## src/rtl/audio_i2s_tx.sv

```systemverilog
// audio_i2s_tx: per-ear square-wave tone generators feeding a left-justified I2S serializer (clk/4 MCLK, clk/16 SCK, clk/512 LRCK); optional AUDIO_VOLUME_EN adds a 3-bit volume port
module audio_i2s_tx #(
  parameter int          DIV_W = 22,
  parameter logic [15:0] AMP   = 16'h2000
) (
  input  logic             clk,
  input  logic             rst_n,
`ifdef AUDIO_VOLUME_EN
  input  logic [2:0]       volume,
`endif
  input  logic [DIV_W-1:0] note_div_left,
  input  logic [DIV_W-1:0] note_div_right,
  output logic             audio_mclk,
  output logic             audio_lrck,
  output logic             audio_sck,
  output logic             audio_sdin
);
  logic [8:0]       cnt;
  logic [DIV_W-1:0] div [2];
  logic [DIV_W-1:0] tcnt [2];
  logic [1:0]       ph;
  logic [15:0]      amp;
  logic [15:0]      smp [2];
  logic [31:0]      shreg;
  assign div[0] = note_div_left;
  assign div[1] = note_div_right;
`ifdef AUDIO_VOLUME_EN
  assign amp = (volume == 3'd0) ? 16'd0 : AMP >> (3'd7 - volume);
`else
  assign amp = AMP;
`endif
  always_comb begin
    for (int i = 0; i < 2; i++)
      smp[i] = (div[i] < DIV_W'(2)) ? 16'd0 : ph[i] ? amp : 16'(-amp);
  end
  always_ff @(posedge clk) begin
    if (!rst_n) begin
      cnt   <= '0;
      ph    <= '0;
      shreg <= '0;
      for (int i = 0; i < 2; i++)
        tcnt[i] <= '0;
    end else begin
      cnt <= cnt + 1'b1;
      for (int i = 0; i < 2; i++) begin
        if (div[i] < DIV_W'(2)) begin
          tcnt[i] <= '0;
          ph[i]   <= 1'b0;
        end else if (tcnt[i] >= div[i] - DIV_W'(1)) begin
          tcnt[i] <= '0;
          ph[i]   <= ~ph[i];
        end else begin
          tcnt[i] <= tcnt[i] + 1'b1;
        end
      end
      shreg <= (&cnt) ? {smp[0], smp[1]} : (cnt[3:0] == 4'hf) ? {shreg[30:0], 1'b0} : shreg;
    end
  end
  assign audio_mclk = cnt[1];
  assign audio_sck  = cnt[3];
  assign audio_lrck = cnt[8];
  assign audio_sdin = shreg[31];
endmodule

```

## config.mk

```make
export PLATFORM = sky130hd
export DESIGN_NAME = audio_i2s_tx
export DESIGN_NICKNAME = d
export VERILOG_FILES = /design/src/rtl/audio_i2s_tx.sv
export SDC_FILE = /design/constraint.sdc
export NUM_CORES = 1
export LEC_CHECK = 0
export BUFFER_PORTS_ARGS = -buffer_cell sky130_fd_sc_hd__buf_2
export CORE_UTILIZATION = 42
export CTS_CLUSTER_SIZE = 16
export DETAILED_ROUTE_END_ITERATION = 10
export PLACE_DENSITY_LB_ADDON = 0.3
export SYNTH_ARGS = -nofsm -noshare
export SYNTH_HDL_FRONTEND = slang
export SYNTH_SLANG_ARGS = --single-unit
```

## constraint.sdc

```tcl
create_clock -name clk -period 3.9 [get_ports clk]
set_clock_uncertainty 0.05 [all_clocks]
set_input_delay 0.78 -clock clk [delete_from_list [all_inputs] [get_ports clk]]
set_output_delay 0.78 -clock clk [all_outputs]
set_load 0.01 [all_outputs]
```

# After elaboration in Yosys (flattened, before gate mapping)
# Memory sizes are Yosys's and may differ from the RTL's.
# Index checks and enable logic that the tools add are counted.
# Widths: inputs -> output; s select.
classes:
  bitwise_logic: 9
  n_eq_ne: 1
  reduce_logical: 4
  add_sub_neg: 5
  muxes: 35
  magnitude_cmp: 4
op_table:
  columns: ["operator", "n"]
  rows:
  - ["$mux 22", 6]
  - ["$mux 16", 4]
  - ["$mux 32", 2]
  - ["$add 22x1->22 const B", 2]
  - ["$ge 22x22->1", 2]
  - ["$lt 22x2->1 const B", 2]
  - ["$sub 22x1->22 const B", 2]
  - ["$mux 1", 23]
  - ["$add 9x1->9 const B", 1]
  - ["$reduce_and 9->1", 1]
  - ["$or 1x1->1", 6]
  - ["$eq 4x4->1 const B", 1]
  - ["$reduce_or 2->1", 2]
  - ["$not 1->1", 3]
  - ["$reduce_bool 2->1", 1]
word_totals:
  reg_bits: 43
  memories: 1
  mem_bits_rw: 44
  output_inout_bits: 4
mem_list:
  columns: ["name", "words", "word_bits", "rd", "rd_clocked_by_memory_dff", "wr", "line_no", "rtl"]
  rows:
  - ["tcnt", 2, 22, 2, 0, 2, "20", "logic [DIV_W-1:0] tcnt [2];"]

# Depth between registers and ports, before layout
# Gate-level depths: netlist of run 1.
depth:
  word_depth: 8
  mapped_depth: 14
  depth_no_buf: 13

# Least setup slack after synthesis of run 1
# No wires, ideal clock.
synth_path:
  path_kind: "input-to-reg"
  startpoint: "in note_div_right[12]"
  endpoint: "mem tcnt[1][17], data pin"
  setup_slack_ps: 32
  path_stages: 13
  arrival_time_ps: 3680
  setup_time_ps: 138
  path_cell_list: "or4_4 or3_4 or3_4 nor4_4 xnor2_1 ha_1 a21o_1 a21oi_1 nor2b_1 a311oi_1 nand3_2 buf_6 nor2_1"
synth_rtl:
  columns: ["element", "line_no", "rtl"]
  rows:
  - ["start, declared", "12", "input logic [DIV_W-1:0] note_div_right,"]
  - ["end, declared", "20", null]

# Worst setup path in the final report of run 1
layout_path:
  startpoint: "in note_div_right[12]"
  endpoint: "reg ph[1]"
layout_between:
  elab_chain_cells: 2
  elab_cells_between_ends: 4
  classes_between: "add/sub (1); order compare (2); reduce/logical (1)"
layout_rtl:
  columns: ["element", "line_no", "rtl"]
  rows:
  - ["$sub 22x1->22 / $lt 22x2->1 (equally long branches)", "49, 46", null]
  - ["$ge 22x22->1 / $reduce_or 2->1 (equally long branches)", null, null]
  - ["end signal, assigned by index", "51", "ph[i] <= ~ph[i];"]
  - ["end, declared", "21", "logic [1:0] ph;"]
# Several ways; a longest one is shown, not always the timed one.
# A chain may end at the register's enable or synchronous reset.

==> summary.txt, run 1 <==
Clock tree
  • Skew-Pair Late Insertion Delay: 330 ps
  • Hold buffer count at cts: 0
  • Clock-pin slew on the worst setup and hold paths: ~60 ps
  • Num CTS Buffers: 9
  • Root Driver: clkbuf_16
  • H-tree depth: 3
  • Number of buffers on the longest clock path: 2
  • CTS sink cnt: 74
  • CTS tree: yes

Synthesis
  • Largest family of logic cells by synthesized area: simple AND/OR/NAND/NOR gates
  • Mux contribution to synthesized area: 0
  • Post-synthesis xor/xnor area fraction: 0.149
  • Synth Area in Compound Gates: 0.0676
  • Ys flop type: edfxtp_1
  • Synth Area in Adders: 0.123
  • Post-Syn Area: a little over 5000 µm²
  • EDFF count, synth: 44
  • Share of the yosys chip area belonging to registers: 0.379
  • Post-synthesis cell type count: 44
  • Most frequent cell after synthesis: nand2_1
  • Synth top area share: 0.261
  • Synth top area cells: edfxtp_1 (26%), ha_1 (12%), dfxtp_1 (12%), xnor2_1 (9.2%), xor2_1 (5.7%)
  • Async set-or-reset flop fraction in the synthesized netlist: 0
  • Yosys Warn Count: 0
  • Post-synthesis simple-gate area fraction: 0.261
  • Yosys reg bits: 74
  • Most area-hungry cell type in the Yosys netlist: edfxtp_1
  • Synth Instances: 557
  • Syn_area_per_cell: 9.10 µm²
  • Top cells by count, synth: nand2_1 (71), nor2_1 (67), xnor2_1 (53)

Floorplan
  • Die X: about 110 µm
  • Core region area: 11600 µm²
  • Die area: 12500 µm²
  • Row Count: 39
  • I/O pin total: 50
  • Initial Util: 0.438
  • Die height: ~110 µm

STA
  • Setup violators final: 0
  • Setup TNS: 0 ps
  • Max-slew violation count: 0
  • Hold Violations, Final: 0
  • Fin crit share: 0.966
  • Worst Max-Slew Pin Slew: around 700 ps
  • FMAX: 0.265 GHz
  • RSZ-0062 raised after global routing: true
  • Tmin final: 3770 ps
  • Slew margin rel.: 0.526

Global route
  • Grt ovf: 0
  • First-pass GRT wire length: 18200 µm
  • Total GRT Usage: 0.179
  • Vias in the first global route: between 4000 and 5000
  • Initial antenna violation count: 0
  • Largest net degree at the start of global routing: 23

Power and ir drop
  • Leakage: approximately 2.5 nW
  • Sequential fraction of design power: 0.458
  • Internal power: 1.49 mW
  • Sw Share: 0.253
  • Power density cells: 327 nW/µm²
  • Clk network pwr share: 0.398
  • Combinational share of power: 0.144
  • Net Sw Power: between 0.5 and 0.6 mW
  • Worst vdd ir: 0.235 mV

Setup path
  • CP Data Required Time: 4070 ps
  • Startpoint class of the critical path: primary input
  • Critical path type: primary input to flip-flop
  • FF-to-FF End: shreg[20]$_SDFFE_PN0P_
  • Reg2Reg Depth: 7
  • CP endpoint kind: flip-flop
  • R2R setup slack: 1420 ps
  • CP max FO: 3
  • Reg2reg start: cnt[0]$_SDFF_PN0_
  • Crit path DAT: between 3000 and 4000 ps

Routing
  • Drt pass-1 iters: 8
  • 1st-iter DRT viols: approximately 190
  • Via count: between 4000 and 5000
  • Drt drc: 5
  • Final WL: 10400 µm
  • WL per Instance: 12.6 µm
  • Vias per cell: roughly 5
  • Post-route ant nets: 0

Place
  • Weighted congestion at the end of routability-driven global placement: around 0.84
  • DP HPWL: 8210 µm
  • Area after DPL: 5770 µm²
  • Number of port buffers: 49

Final layout
  • Post-route cell area: 6120 µm²
  • Fillers: 1051
  • Area growth syn-to-layout: 20.7%
  • Layout cells sized above 1: 0.147
  • Nets: ~770
  • Antenna diodes: 0

Outcome
  • Status: finished, violations left
  • Failing checks: design-rule violations

Flow run
  • Max_cap viols: 0

Worst hold path
  • Hold Path End: cnt[0]$_SDFF_PN0_
  • Hold Crit Class: flip-flop to flip-flop
  • Hold path startpoint: cnt[0]$_SDFF_PN0_
  • Hold Crit Depth: 1
## per-stage QoR
stage | utilization | std cells | power, mW | setup slack, ps | hold WS, ps
floorplan | - | 600 | 1.10 | 31.6 | 361
global placement | 0.499 | 805 | 1.20 | -144 | 377
detailed placement | 0.499 | 805 | 1.21 | -291 | 386
CTS | 0.524 | 821 | 2.02 | 49.7 | 395
global route | 0.529 | 821 | 2.10 | -27.1 | 423
finish | 0.529 | 821 | 2.00 | 132 | 400
## per-layer routing
| metal | part of all wire | vias up | track usage | wire (µm) |
|---|---|---|---|---|
| met1 | 0.47 | 1940 | 0.224 | 4910 |
| met2 | 0.49 | 63 | 0.314 | 5100 |
| met3 | 0.030 | 4 | 0.0310 | 309 |
| li1 | - | 2172 | - | - |
| met4 | 0.0046 | 0 | 0.0550 | 48 |
| met5 | 0 | - | 0 | 0 |
## cell type report
class                      count  area, µm²  share of cell area
multi-input combinational    505       3260               0.533
sequential                    74       1920               0.314
timing repair buffer          71        418              0.0683
clock buffer                  13        272              0.0444
tap                          143        179              0.0292
inverter                      12       45.0             0.00736
clock inverter                 3       22.5             0.00368
## cell usage in the layout (no fill, tap or decap), types with 3 or more instances in the layout
master	Yosys	final
a21oi_1	37	37
a31oi_1	4	4
and2_1	10	10
and3_1	21	21
and4_1	4	4
buf_2	2	49
buf_4	0	20
clkbuf_16	0	10
conb_1	1	44
dfxtp_1	30	30
edfxtp_1	44	44
ha_1	50	50
inv_1	12	12
nand2_1	71	71
nand2b_1	3	3
nand3_1	23	23
nand4_1	14	14
nor2_1	67	67
nor2b_1	5	5
nor3_1	17	14
nor3_2	0	3
nor3b_1	3	3
nor4_1	11	9
o21a_1	3	3
o21ai_0	9	9
or4_1	4	4
xnor2_1	53	53
xor2_1	33	33
## power by group through the flow
stage               combinational (mW)  sequential (mW)  clock, mW
CTS                              0.282            0.916      0.822
floorplan                        0.185            0.919          0
global route                     0.330            0.922      0.852
global placement                 0.267            0.930          0
finish                           0.288            0.916      0.797
detailed placement               0.280            0.932          0
## sequential cells by signal, indices dropped and copies added (netlist names)
register  cells
ph            2
shreg        19
tcnt         44
cnt           9
## cell families (layout without fill, tap and decap cells)
logic type                 count (synthesis)  in the layout
DFF                                       74             74
and+or+nand+nor                          264            264
other                                      1             44
AOI/OAI and AO/OA                         61             61
adders and majority gates                 50             50
xor gates and xnor gates                  86             86
buffers and inverters                     21             99
## how the worst max path moves through the flow
stage	from	to	slack, ps
after floorplan	note_div_right[12]	tcnt[1][17]$_SDFFCE_PN0P_	30
after global placement	note_div_right[12]	tcnt[1][12]$_SDFFCE_PN0P_	-140
after global routing	note_div_right[12]	tcnt[1][14]$_SDFFCE_PN0P_	-30
final	note_div_right[12]	ph[1]$_SDFFE_PP0P_	130
after detailed placement	note_div_right[12]	tcnt[1][14]$_SDFFCE_PN0P_	-290
after CTS	note_div_right[12]	tcnt[1][14]$_SDFFCE_PN0P_	50
## worst max-delay path, stage by stage
cell	delay (ps)
buf_2	100
or4_4	540
or3_4	350
buf_4	150
or2_1	250
buf_4	150
xor2_1	140
ha_1	310
nand4_1	160
nor4_4	350
a311oi_2	170
buf_4	170
and3_1	170
o21a_1	160
## timing repair
action,CTS,global route
setup buffers,0,0
setup endpoints to repair,0,45
gates resized for setup,0,10
Power figures use the tool's default switching activity.
==> run 2, diff against run 1 <==
clock period = 4.55 ns   (was 3.9 ns; I/O delays follow)
==> run 2 against run 1 <==
The flow still finishes with violations (design-rule violations). Sequential share of layout area is 1.1 points higher. Sequential cell count stayed put. Critical path depth is 1 lower. Wire length is 4.2% lower. Critical endpoint is now tcnt[1][20]$_SDFFCE_PN0P_. Highest routed layer unchanged. Utilization is 1.9 points lower. Hold slack worse by 13 ps. Clock power is 17% lower. Global-route usage is 0.87 points lower. Power is 16% lower. Cell area is 3.5% lower. Combinational power is 20% lower.
==> summary.txt, run 2 (synthesis gave the netlist of run 1 again) <==
Floorplan
  • Die height: 112 µm (unchanged)
  • I/O pin total: 50 (unchanged)
  • Initial Util: 0.438 (unchanged)
  • Row Count: 39 (unchanged)
  • Die X: 112 µm (unchanged)
  • Core region area: 11600 µm² (unchanged)
  • Die area: 12500 µm² (unchanged)

Worst hold path
  • Hold Crit Depth: 1 (unchanged)
  • Hold Crit Class: flip-flop to flip-flop (unchanged)

Setup path
  • CP delay by family, top: simple AND/OR/NAND/NOR gates (unchanged)
  • Reg2Reg Depth: 8 (was 7)
  • Crit-path cells: buf_2, or4_4, or3_4, or3_4, nor4_4, xnor2_1, ha_1, nand4_1, nor4_1, a221oi_1, nand3_2, buf_4, nor2_1 (was buf_2, or4_4, or3_4, buf_4, or2_1, buf_4, xor2_1, ha_1, nand4_1, nor4_4, a311oi_2, buf_4, and3_1, o21a_1)
  • CP Data Required Time: 4570 ps (was 4070 ps)
  • WP buf/inv: 2 (was 4)
  • Critical path depth: 13 (was 14)
  • Startpoint class of the critical path: primary input (unchanged)
  • CP max FO: 22 (was 3)
  • CP max-delay cell: or4_4 (unchanged)
  • Most used cell along the critical path: or3_4 (was buf_4)
  • CP endpoint kind: flip-flop (unchanged)
  • Critical path type: primary input to flip-flop (unchanged)
  • Crit path DAT: 4170 ps (was 3940 ps)
  • Worst path max stage delay: 540 ps (about the same)

Global route
  • Grt met1 use: 0.220 (was 0.224)
  • GR Layer Usage met3: 0.0305 (was 0.0310)
  • GRT Max-Usage Layer: met2 (unchanged)
  • Grt ovf: 0 (unchanged)
  • Vias in the first global route: 3927 (was 4104)
  • Initial antenna violation count: 0 (unchanged)
  • Grt met2 use: 0.289 (was 0.314)
  • Largest net degree at the start of global routing: 23 (unchanged)
  • Total GRT Usage: 0.171 (was 0.179)
  • First-pass GRT wire length: 17400 µm (was 18200 µm)

Place
  • Number of port buffers: 49 (unchanged)
  • Placement Setup Slack: 92.1 ps (was -291 ps)
  • Weighted congestion at the end of routability-driven global placement: 0.833 (was 0.844)
  • DP HPWL: 7760 µm (was 8210 µm)

Clock tree
  • CTS tree: yes (unchanged)
  • Clock-pin slew on the worst setup and hold paths: 60 ps (about the same)
  • Root Driver: clkbuf_16 (unchanged)
  • CTS sink cnt: 74 (unchanged)
  • H-tree depth: 3 (unchanged)
  • Num CTS Buffers: 9 (unchanged)
  • Skew-Pair Late Insertion Delay: 330 ps (about the same)
  • Number of setup buffers added after CTS: 0 (unchanged)
  • Cts repair resizes: 0 (unchanged)
  • Number of buffers on the longest clock path: 2 (unchanged)
  • Hold buffer count at cts: 0 (unchanged)

STA
  • Worst Max-Slew Pin Slew: 712 ps (was 705 ps)
  • Slew margin rel.: 0.524 (was 0.526)
  • Fin crit share: 0.911
  • RSZ-0062 raised after global routing: false (was true)
  • Fin worst setup slack: 405 ps (was 132 ps)
  • FMAX: 0.241 GHz
  • Setup TNS: 0 ps (unchanged)
  • Setup violators final: 0 (unchanged)
  • Final hold slack: 386 ps (was 400 ps)
  • Max-slew violation count: 0 (unchanged)
  • Tmin final: 4150 ps
  • Hold Violations, Final: 0 (unchanged)

Final layout
  • Final Util: 0.510 (was 0.529)
  • Area growth syn-to-layout: 16.5% (was 20.7%)
  • Commonest non-fill, non-tap cell in the layout: nand2_1 (unchanged)
  • Antenna diodes: 0 (unchanged)
  • Fillers: 1105 (was 1051)
  • Nets: 750 (was 769)
  • Most flops, register: tcnt (unchanged)
  • Most frequent cells in the layout: nand2_1 (71), nor2_1 (67), xnor2_1 (53) (unchanged)
  • Layout cells sized above 1: 0.114 (was 0.147)
  • Max reg flops: 44 (unchanged)
  • Biggest regs: tcnt: 44 flops, shreg: 19 flops, cnt: 9 flops (unchanged)

Power and ir drop
  • Internal power: 1.24 mW (was 1.49 mW)
  • Total power: 1.68 mW (was 2.00 mW)
  • Leakage: 2.35 nW (was 2.47 nW)
  • Net Sw Power: 0.440 mW (was 0.507 mW)
  • Worst vdd ir: 0.206 mV (was 0.235 mV)
  • Combinational share of power: 0.136 (was 0.144)
  • Sequential fraction of design power: 0.468 (was 0.458)
  • Clk network pwr share: 0.396 (was 0.398)
  • Sw Share: 0.262 (was 0.253)
  • Power density cells: 284 nW/µm² (was 327 nW/µm²)

Outcome
  • Status: finished, violations left (unchanged)
  • Failing checks: design-rule violations (unchanged)

Routing
  • Post-route ant nets: 0 (unchanged)
  • Final WL: 9940 µm (was 10400 µm)
  • Via count: 4070 (was 4179)
  • WL per Instance: 12.4 µm (was 12.6 µm)
  • 1st-iter DRT viols: 213 (was 189)
  • Vias per cell: 5.07 (was 5.09)
  • Drt pass-1 iters: 7 (was 8)
  • Drt drc: 5 (unchanged)

Flow run
  • Max_cap viols: 0 (unchanged)
[run 2: cell type report]
cell class,count,area (µm²),area share
multi-input cells,505,3210,0.544
flip-flops and latches,74,1920,0.326
repair buffers,52,268,0.0454
clock buffers,11,243,0.0411
well taps,143,179,0.0303
inverters,12,45.0,0.00763
clock inverters,5,35.0,0.00593
[run 2: metrics by stage]
stage	cells	cell area, µm²
after floorplan	600	5230
after global placement	786	5630
after detailed placement	786	5630
after CTS	802	5900
after global routing	802	5900
final	802	5900
[run 2: routing by layer]
| metal | vias to the layer above | wire [µm] |
|---|---|---|
| met2 | 66 | 4690 |
| met3 | 12 | 316 |
| met5 | - | 0 |
| li1 | 2131 | - |
| met1 | 1861 | 4800 |
| met4 | 0 | 131 |
[run 2: path summary, 6_finish.rpt]
path	from	to	slack, ps
worst min-delay path	cnt[0]$_SDFF_PN0_	cnt[0]$_SDFF_PN0_	390
worst min register to register	cnt[0]$_SDFF_PN0_	cnt[0]$_SDFF_PN0_	390
worst max register to register	tcnt[1][3]$_SDFFCE_PN0P_	tcnt[1][20]$_SDFFCE_PN0P_	2030
worst max-delay path	note_div_right[12]	tcnt[1][20]$_SDFFCE_PN0P_	400
[run 2: power by group through the flow]
stage / sequential (mW) / combinational [mW] / clock [mW]
finish: 0.784 / 0.229 / 0.664
global route: 0.789 / 0.266 / 0.714
CTS: 0.784 / 0.230 / 0.683
detailed placement: 0.798 / 0.227 / 0
global placement: 0.796 / 0.218 / 0
floorplan: 0.788 / 0.158 / 0
==> run 3, diff against run 2 <==
CTS_CLUSTER_SIZE = default   (was 16)
clock period = 4.76 ns   (was 4.55 ns; I/O delays follow)
==> run 3 against run 2 <==
The run still ends with design-rule violations left. Clock power hardly changed. Setup slack worse by 48 ps. Sequential cell count stayed put. Highest routed layer unchanged.
==> summary.txt, run 3 (synthesis gave the netlist of run 1 again) <==
Outcome
  • Status: finished, violations left (unchanged)
  • Failing checks: design-rule violations (unchanged)

STA
  • Setup violators final: 0 (unchanged)
  • RSZ-0062 raised after global routing: false (unchanged)
  • FMAX: 0.227 GHz
  • Worst Max-Slew Pin Slew: 741 ps (was 712 ps)
  • Hold Violations, Final: 0 (unchanged)
  • Final hold slack: 397 ps (was 386 ps)
  • Max-slew violation count: 0 (unchanged)
  • Fin crit share: 0.925
  • Fin worst setup slack: 357 ps (was 405 ps)
  • Tmin final: around 4400 ps
  • Setup TNS: 0 ps (unchanged)
  • Slew margin rel.: 0.502 (was 0.524)

Global route
  • First-pass GRT wire length: 17700 µm (was 17400 µm)
  • Total GRT Usage: 0.173 (was 0.171)
  • Grt ovf: 0 (unchanged)
  • Vias in the first global route: 4111 (was 3927)
  • Initial antenna violation count: 0 (unchanged)
  • Largest net degree at the start of global routing: 23 (unchanged)

Final layout
  • Commonest non-fill, non-tap cell in the layout: nand2_1 (unchanged)
  • Post-route cell area: 5900 µm² (about the same)
  • Max reg flops: 44 (unchanged)
  • Area growth syn-to-layout: 16.4% (was 16.5%)
  • Biggest regs: tcnt: 44 flops, shreg: 19 flops, cnt: 9 flops (unchanged)
  • Nets: 748 (was 750)
  • Most frequent cells in the layout: nand2_1 (71), nor2_1 (67), xnor2_1 (53) (unchanged)
  • Final Util: 0.510 (about the same)
  • Most flops, register: tcnt (unchanged)
  • Non-Filler Instances: 800 (was 802)
  • Layout cells sized above 1: 0.110 (was 0.114)
  • Antenna diodes: 0 (unchanged)

Power and ir drop
  • Power density cells: 277 nW/µm² (was 284 nW/µm²)
  • Total power: 1.64 mW (was 1.68 mW)
  • Worst vdd ir: 0.176 mV (was 0.206 mV)
  • Leakage: 2.35 nW (about the same)

Place
  • DP HPWL: 8020 µm (was 7760 µm)
  • Placement Setup Slack: 23.2 ps (was 92.1 ps)
  • Area after DPL: 5610 µm² (was 5630 µm²)
  • Number of port buffers: 49 (unchanged)
  • Weighted congestion at the end of routability-driven global placement: 0.803 (was 0.833)
  • Placed cells: 784 (was 786)

Clock tree
  • H-tree depth: 3 (unchanged)
  • Number of setup buffers added after CTS: 0 (unchanged)
  • Number of buffers on the longest clock path: 2 (unchanged)
  • CTS sink cnt: 74 (unchanged)
  • Cts repair resizes: 0 (unchanged)
  • Root Driver: clkbuf_16 (unchanged)
  • Skew-Pair Late Insertion Delay: 330 ps (about the same)
  • Num CTS Buffers: 9 (unchanged)
  • Hold buffer count at cts: 0 (unchanged)
  • CTS tree: yes (unchanged)
  • Clock-pin slew on the worst setup and hold paths: 60 ps (about the same)

Setup path
  • Critical path type: primary input to flip-flop (unchanged)
  • CP endpoint kind: flip-flop (unchanged)
  • R2R setup slack: 2020 ps (was 2030 ps)
  • Worst setup path endpoint: tcnt[1][11]$_SDFFCE_PN0P_ (was tcnt[1][20]$_SDFFCE_PN0P_)
  • FF-to-FF End: tcnt[1][11]$_SDFFCE_PN0P_ (was tcnt[1][20]$_SDFFCE_PN0P_)
  • Crit path DAT: 4530 ps (was 4170 ps)
  • CP Data Required Time: 4880 ps (was 4570 ps)
  • CP max FO: 22 (unchanged)
  • Reg2reg start: tcnt[1][3]$_SDFFCE_PN0P_ (unchanged)
  • Critical Path Start: note_div_right[12] (unchanged)
  • Reg2Reg Depth: 7 (was 8)
  • Startpoint class of the critical path: primary input (unchanged)

Routing
  • Via count: 4114 (was 4070)
  • Drt drc: 5 (unchanged)
  • 1st-iter DRT viols: 183 (was 213)
  • Post-route ant nets: 0 (unchanged)
  • Final WL: 10100 µm (was 9940 µm)
  • WL per Instance: 12.6 µm (was 12.4 µm)
  • Vias per cell: 5.14 (was 5.07)
  • Drt pass-1 iters: 7 (unchanged)

Floorplan
  • Row Count: 39 (unchanged)
  • Die area: 12500 µm² (unchanged)
  • Core region area: 11600 µm² (unchanged)
  • Die height: 112 µm (unchanged)
  • Die X: 112 µm (unchanged)
  • I/O pin total: 50 (unchanged)
  • Initial Util: 0.438 (unchanged)

Flow run
  • Max_cap viols: 0 (unchanged)

Worst hold path
  • Hold Crit Class: flip-flop to flip-flop (unchanged)
-- run 3: metal layers --
layer / global-route usage / vias to the layer above / wire length, µm
met1: 0.207 / 1901 / 4660
met5: 0 / - / 0
met2: 0.306 / 68 / 4890
met3: 0.0283 / 26 / 310
met4: 0.0712 / 0 / 252
li1: - / 2119 / -
-- run 3: how the worst min path moves through the flow --
| stage | from | slack (ps) | to | depth (start not counted) |
|---|---|---|---|---|
| floorplan | cnt[0]$_SDFF_PN0_ | 360 | cnt[0]$_SDFF_PN0_ | 1 |
| global placement | cnt[0]$_SDFF_PN0_ | 380 | cnt[0]$_SDFF_PN0_ | 1 |
| detailed placement | cnt[0]$_SDFF_PN0_ | 390 | cnt[0]$_SDFF_PN0_ | 1 |
| CTS | cnt[0]$_SDFF_PN0_ | 400 | cnt[0]$_SDFF_PN0_ | 1 |
| global route | shreg[20]$_SDFFE_PN0P_ | 420 | shreg[20]$_SDFFE_PN0P_ | 2 |
| finish | cnt[0]$_SDFF_PN0_ | 400 | cnt[0]$_SDFF_PN0_ | 1 |
-- run 3: cell type report --
type	instances	area (µm²)
timing repair buffer	50	253
inverter	12	45.0
clock inverter	7	66.3
sequential	74	1920
fill	1084	5660
clock buffer	9	225
tap	143	179
multi-input combinational	505	3210
-- run 3: power breakdown --
group	total (mW)	leakage [nW]	internal, mW	switching, mW
Clock	0.667	0.146	0.405	0.262
Sequential	0.749	0.694	0.715	0.0344
Combinational	0.221	1.51	0.0977	0.123
Total	1.64	2.35	1.22	0.420
-- run 3: worst max-delay path, cell delays in order --
cell      delay, ps
buf_2           120
or4_4           540
or3_4           360
or3_4           400
nor4_4          150
xnor2_1         160
ha_1            280
a21o_1          170
a21oi_1         150
nor2b_1          60
a311oi_1        470
nand3_2         460
nor2_1          240
